File: src/rtl/nest4_tile_addr_map.sv
// Maps a nested 4-level index tuple stream to linear tile addresses through a
// 2-stage back-pressured pipeline. Optional sequence checker: NEST4_SEQ_CHECK_EN.
module nest4_tile_addr_map #(
  parameter int unsigned CW     = 16,
  parameter int unsigned AW     = 32,
  parameter int unsigned N0_MAX = 4,
  parameter int unsigned N1_MAX = 2,
  parameter int unsigned N2_MAX = 2,
  parameter int unsigned N3_MAX = 3,
  parameter int unsigned S0     = 1,
  parameter int unsigned S1     = 4,
  parameter int unsigned S2     = 8,
  parameter int unsigned S3     = 16
) (
  input  logic          clk,
  input  logic          rst_n,
  input  logic          start,
  input  logic [AW-1:0] base_addr,
  input  logic          in_valid,
  output logic          in_ready,
  input  logic [CW-1:0] cnt0,
  input  logic [CW-1:0] cnt1,
  input  logic [CW-1:0] cnt2,
  input  logic [CW-1:0] cnt3,
  output logic          out_valid,
  input  logic          out_ready,
  output logic [AW-1:0] out_addr,
  output logic          out_last,
  output logic          busy,
  output logic          done,
  output logic          err
);

  localparam logic [AW-1:0] S0_W = AW'(S0);
  localparam logic [AW-1:0] S1_W = AW'(S1);
  localparam logic [AW-1:0] S2_W = AW'(S2);
  localparam logic [AW-1:0] S3_W = AW'(S3);
  localparam logic [CW-1:0] M0   = CW'(N0_MAX - 1);
  localparam logic [CW-1:0] M1   = CW'(N1_MAX - 1);
  localparam logic [CW-1:0] M2   = CW'(N2_MAX - 1);
  localparam logic [CW-1:0] M3   = CW'(N3_MAX - 1);

  typedef enum logic [1:0] {IDLE, RUN, DRAIN} state_t;

  state_t        state, state_nxt;
  logic [AW-1:0] base_q;
  logic [AW-1:0] s1_lo, s1_hi;
  logic          s1_valid, s1_last;
  logic          s2_adv, accept, in_last, out_fire, start_ok;

  // Handshake decode; in_ready drops combinationally when both stages are held.
  assign s2_adv   = !out_valid || out_ready;
  assign in_ready = (state == RUN) && (!s1_valid || s2_adv);
  assign accept   = in_valid && in_ready;
  assign out_fire = out_valid && out_ready;
  assign in_last  = (cnt0 == M0) && (cnt1 == M1) && (cnt2 == M2) && (cnt3 == M3);
  assign start_ok = (state == IDLE) && start;
  assign busy     = (state != IDLE);
  assign done     = (state == DRAIN) && out_fire && out_last;

  always_ff @(posedge clk or negedge rst_n) begin
    if (!rst_n) state <= IDLE;
    else        state <= state_nxt;
  end

  always_comb begin
    state_nxt = state;
    case (state)
      IDLE:    if (start) state_nxt = RUN;
      RUN:     if (accept && in_last) state_nxt = DRAIN;
      DRAIN:   if (out_fire && out_last) state_nxt = IDLE;
      default: state_nxt = IDLE;
    endcase
  end

  always_ff @(posedge clk or negedge rst_n) begin
    if (!rst_n) base_q <= '0;
    else if (start_ok) base_q <= base_addr;
  end

  // Stage 1: partial sums of the low and high index pairs.
  always_ff @(posedge clk or negedge rst_n) begin
    if (!rst_n) begin
      s1_valid <= 1'b0;
      s1_lo    <= '0;
      s1_hi    <= '0;
      s1_last  <= 1'b0;
    end else if (!s1_valid || s2_adv) begin
      s1_valid <= accept;
      if (accept) begin
        s1_lo   <= AW'(cnt0) * S0_W + AW'(cnt1) * S1_W;
        s1_hi   <= AW'(cnt2) * S2_W + AW'(cnt3) * S3_W;
        s1_last <= in_last;
      end
    end
  end

  // Stage 2: final address; holds while the consumer stalls.
  always_ff @(posedge clk or negedge rst_n) begin
    if (!rst_n) begin
      out_valid <= 1'b0;
      out_addr  <= '0;
      out_last  <= 1'b0;
    end else if (s2_adv) begin
      out_valid <= s1_valid;
      if (s1_valid) begin
        out_addr <= base_q + s1_lo + s1_hi;
        out_last <= s1_last;
      end
    end
  end

`ifdef NEST4_SEQ_CHECK_EN
  logic [CW-1:0] e0, e1, e2, e3;
  logic          err_q;

  // Expected tuple walks as a nested counter, cnt0 fastest.
  always_ff @(posedge clk or negedge rst_n) begin
    if (!rst_n) begin
      e0    <= '0;
      e1    <= '0;
      e2    <= '0;
      e3    <= '0;
      err_q <= 1'b0;
    end else if (start_ok) begin
      e0    <= '0;
      e1    <= '0;
      e2    <= '0;
      e3    <= '0;
      err_q <= 1'b0;
    end else if (accept) begin
      if ((cnt0 != e0) || (cnt1 != e1) || (cnt2 != e2) || (cnt3 != e3)) err_q <= 1'b1;
      if (e0 != M0) begin
        e0 <= e0 + CW'(1);
      end else begin
        e0 <= '0;
        if (e1 != M1) begin
          e1 <= e1 + CW'(1);
        end else begin
          e1 <= '0;
          if (e2 != M2) begin
            e2 <= e2 + CW'(1);
          end else begin
            e2 <= '0;
            e3 <= (e3 != M3) ? e3 + CW'(1) : '0;
          end
        end
      end
    end
  end

  assign err = err_q;
`else
  assign err = 1'b0;
`endif

endmodule

File: config.mk
export PLATFORM = sky130hd
export DESIGN_NAME = nest4_tile_addr_map
export DESIGN_NICKNAME = d
export VERILOG_FILES = /design/src/rtl/nest4_tile_addr_map.sv
export SDC_FILE = /design/constraint.sdc
export NUM_CORES = 1
export LEC_CHECK = 0
export BUFFER_PORTS_ARGS = -buffer_cell sky130_fd_sc_hd__clkbuf_2
export CAP_MARGIN = 10
export CORE_MARGIN = 2
export CORE_UTILIZATION = 55
export DETAILED_ROUTE_END_ITERATION = 10
export GPL_ROUTABILITY_DRIVEN = 0
export PLACE_DENSITY = 0.79
export SYNTH_ARGS = -nofsm -noshare
export SYNTH_HDL_FRONTEND = slang
export SYNTH_SLANG_ARGS = --single-unit
File: constraint.sdc
create_clock -name clk -period 3.5 [get_ports clk]
set_input_delay 1.05 -clock clk [delete_from_list [all_inputs] [get_ports clk]]
set_output_delay 1.05 -clock clk [all_outputs]
set_load 0.05 [all_outputs]
==> impl_metrics.sql <==
INSERT INTO impl_metrics (metric_group, metric, value, unit) VALUES
('routing', 'detailedRoute.firstIterationViolations', '449', ''),
('routing', 'detail_route.first_pass.iterations', '5', ''),
('placed_design', 'placement.io_buffers', '137', ''),
('sta', 'holdWs', '0.477', 'ns'),
('logic_synthesis', 'synth_edf_count', '0', ''),
('floorplan', 'chip_height', '118', 'um'),
('floorplan', 'initial_utilization', '0.565', ''),
('sta', 'hold_viol_final', '0', ''),
('placed_design', 'placed_area', '0.00804', 'mm^2'),
('setup_path', 'cp_top_family', 'compound AO/OA/AOI/OAI gates', ''),
('clocking', 'cts-root-buf', 'sky130_fd_sc_hd__clkbuf_16', ''),
('setup_path', 'crit_buf_inv', '0', ''),
('clocking', 'clk_path_buf_depth', '2', ''),
('clocking', 'cts.repair.resized', '0', ''),
('cells_and_area', 'antenna-diode-count', '0', ''),
('logic_synthesis', 'synth_seq_area_share', '0.374', ''),
('clocking', 'cts.hold.buffers_added', '0', ''),
('logic_synthesis', 'postSynth.asyncResetShare', '1.00', ''),
('routing', 'vias', '6043', ''),
('sta', 'min_cycle_time_layout', '3.10', 'ns'),
('logic_synthesis', 'mappedNetlistArea', '0.00716', 'mm^2'),
('setup_path', 'critical_path.endpoint_type', 'flop', ''),
('grt', 'grt_pass1_wl', '28200', 'um'),
('setup_path', 'critical_path.max_fanout', '7', ''),
('grt', 'grtUsageMet1', '0.348', ''),
('floorplan', 'core', '0.0127', 'mm^2'),
('power_and_ir_drop', 'power_per_cell_area', '678', 'mW/mm^2'),
('floorplan', 'top_level_ports', '139', ''),
('logic_synthesis', 'ys.flop_type', 'sky130_fd_sc_hd__dfrtp_1', ''),
('sta', 'setup_slack', '0.396', 'ns'),
('logic_synthesis', 'syn-num-nets', '927', ''),
('logic_synthesis', 'synth.lib_cells_used.distinct', '60', ''),
('clocking', 'cts_buffers', '9', ''),
('run', 'max_cap_viols', '0', ''),
('logic_synthesis', 'syn-mean-instance-area', '9.52', 'um^2'),
('power_and_ir_drop', 'irDropWorstVdd', '374', 'uV'),
('worst_hold_path', 'worst_hold_path_type', 'flop to flop', ''),
('clocking', 'cts_setup_buffers', '0', ''),
('placed_design', 'detailed_place_hpwl', '13500', 'um'),
('cells_and_area', 'fill_cells', '1041', ''),
('grt', 'grt_use_total', '0.249', ''),
('setup_path', 'slowest_stage', 'sky130_fd_sc_hd__fa_1', ''),
('setup_path', 'critPathLaunchType', 'flop', ''),
('routing', 'totalWireLength', '16800', 'um'),
('cells_and_area', 'final_non_filler_cell_area', '0.00831', 'mm^2'),
('run_status', 'outcome', 'finished clean', ''),
('setup_path', 'timing.critical_path.cells', 'fa_1 > ha_1 > a21oi_1 > o21ai_0 > a221o_1 > nor3b_1 > o21ai_0 > xor2_1 > o21ai_0', ''),
('sta', 'setup_viol_count_final', '0', ''),
('clocking', 'clk-insertion-delay-late', '0.35', 'ns'),
('power_and_ir_drop', 'power_consumption', '5640', 'uW'),
('clocking', 'clkSinkCount', '107', ''),
('floorplan', 'die_boundary_width', '118', 'um'),
('floorplan', 'floorplan.rows', '41', ''),
('routing', 'drtAntennaViolNets', '0', ''),
('routing', 'wire_per_inst', '15.8', 'um'),
('power_and_ir_drop', 'power_leakage', '0.00396', 'uW'),
('setup_path', 'critical_path.max_stage_delay', '0.50', 'ns'),
('grt', 'antenna_found_initial', '0', ''),
('setup_path', 'critPathArrivalTime', '3.33', 'ns'),
('grt', 'grt_max_degree', '62', ''),
('placed_design', 'pre_cts_ws', '0.325', 'ns'),
('clocking', 'clock_tree.htree_level_count', '3', ''),
('grt', 'grt.met3_usage', '0.0262', ''),
('setup_path', 'critical_setup_path_kind', 'flop to flop', ''),
('sta', 'maxSlewViolCount', '0', ''),
('sta', 'worst_slew_pin_slew', '0.588', 'ns'),
('cells_and_area', 'flow.area_growth_from_synthesis', '16.1', '%'),
('routing', 'vias_per_cell', '5.68', ''),
('sta', 'unrepaired_setup_endpoints_after_global_routing', 'no', ''),
('logic_synthesis', 'yosys_warnings', '0', ''),
('grt', 'grt_busiest_layer', 'met2', '');
-- sequential cells by signal, indices dropped and copies added (netlist names) --
register and count:
base_q 32, out_addr 32, out_last 1, out_valid 1, s1_hi 18, s1_last 1
s1_lo 19, s1_valid 1, state 2
-- layer usage --
metal | vias to the layer above | wire (um)
met5 | - | 0
met4 | 0 | 444
met3 | 25 | 844
met2 | 207 | 7490
met1 | 2806 | 7980
li1 | 3005 | -
-- cells in the final DEF (no fill, tap or decap), types with 7 or more instances in the layout --
cell type                     n
sky130_fd_sc_hd__ha_1        55
sky130_fd_sc_hd__mux2_2      35
sky130_fd_sc_hd__clkbuf_16    9
sky130_fd_sc_hd__a211oi_1    12
sky130_fd_sc_hd__dfrtp_1    107
sky130_fd_sc_hd__xor2_1      24
sky130_fd_sc_hd__nand3_1     14
sky130_fd_sc_hd__a21oi_1     40
sky130_fd_sc_hd__o31ai_1     16
sky130_fd_sc_hd__nor2_1      36
sky130_fd_sc_hd__o21a_1      16
sky130_fd_sc_hd__nand4_1      8
sky130_fd_sc_hd__nor4_1      14
sky130_fd_sc_hd__and2_1       7
sky130_fd_sc_hd__nor3_1      13
sky130_fd_sc_hd__fa_1        19
sky130_fd_sc_hd__o21ai_0     79
sky130_fd_sc_hd__inv_1       27
sky130_fd_sc_hd__a21o_1      14
sky130_fd_sc_hd__xnor2_1     15
sky130_fd_sc_hd__clkbuf_2   136
sky130_fd_sc_hd__nand2_1     97
-- tightest hold or removal path, delay by kind of cell, from the launching register on --
family,cells,cell delay (ns)
AOI/OAI and AO/OA,1,0.06
DFF,1,0.34
and+or+nand+nor,1,0.04
-- power breakdown --
group          switching [uW]  internal (uW)  total, uW
Sequential                213           1530       1750
Combinational            1900           1050       2950
Clock                     452            487        939
-- cell type report --
type	count	area [um^2]	share of cell area
Clock buffer	11	233	0.0280
Clock inverter	5	37.5	0.00451
Inverter	27	101	0.0122
Multi-Input combinational cell	599	4300	0.518
Sequential cell	107	2680	0.322
Tap cell	172	215	0.0259
Timing Repair Buffer	143	746	0.0897
-- worst paths after layout --
path,from,to,slack (ns),cells past startpoint
worst max-delay path,base_q[17],out_addr[28],0.40,9
worst min register to register,out_addr[20],out_addr[20],0.48,2
max in group asynchronous,rst_n,s1_hi[15],2.09,2
worst min-delay path,out_addr[20],out_addr[20],0.48,2
worst max register to register,base_q[17],out_addr[28],0.40,9
min in group asynchronous,rst_n,base_q[3],0.71,1
-- through the flow --
stage,util,cells
floorplan,-,752
global placement,0.635,1048
detailed placement,0.635,1048
CTS,0.656,1064
global route,0.656,1064
finish,0.656,1064
-- synth_stat cells, types with 3 or more instances --
cell	instances	area share
sky130_fd_sc_hd__a21oi_1	40	0.028
sky130_fd_sc_hd__nor4_1	14	0.012
sky130_fd_sc_hd__nand2b_1	6	0.0052
sky130_fd_sc_hd__xnor2_1	15	0.018
sky130_fd_sc_hd__clkbuf_1	15	0.0079
sky130_fd_sc_hd__nand3_1	14	0.0098
sky130_fd_sc_hd__inv_1	27	0.014
sky130_fd_sc_hd__nor3b_1	3	0.0031
sky130_fd_sc_hd__dfrtp_1	107	0.37
sky130_fd_sc_hd__o21bai_1	4	0.0042
sky130_fd_sc_hd__nand2_1	99	0.052
sky130_fd_sc_hd__nor4b_1	4	0.0049
sky130_fd_sc_hd__and4_1	4	0.0049
sky130_fd_sc_hd__a31oi_1	6	0.0052
sky130_fd_sc_hd__mux2_2	35	0.055
sky130_fd_sc_hd__nor3_1	13	0.0091
sky130_fd_sc_hd__fa_1	19	0.053
sky130_fd_sc_hd__nand4_1	8	0.0070
sky130_fd_sc_hd__and3_1	6	0.0052
sky130_fd_sc_hd__o21a_1	16	0.017
sky130_fd_sc_hd__or3_1	3	0.0026
sky130_fd_sc_hd__or2_2	3	0.0026
sky130_fd_sc_hd__a21o_1	14	0.015
sky130_fd_sc_hd__xor2_1	24	0.029
sky130_fd_sc_hd__nand3b_1	5	0.0052
sky130_fd_sc_hd__o21ai_0	79	0.055
sky130_fd_sc_hd__ha_1	55	0.096
sky130_fd_sc_hd__nor2_1	37	0.019
sky130_fd_sc_hd__o31ai_1	16	0.017
sky130_fd_sc_hd__nor2b_1	4	0.0035
sky130_fd_sc_hd__o22ai_1	3	0.0026
sky130_fd_sc_hd__a211oi_1	12	0.013
sky130_fd_sc_hd__and2_1	7	0.0061
-- kinds of logic after synthesis --
kind of cell	Yosys count	synth area share
adder cells (fa/ha/maj)	74	0.149
multiplexers	37	0.0578
flip-flops	107	0.374
AO/OA/AOI/OAI	213	0.186
XOR/XNOR	39	0.0477
buffers and inverters	46	0.0260
AND/OR/NAND/NOR	235	0.159
other	1	0.000524
Note: power is estimated with default switching activity, not from simulation.
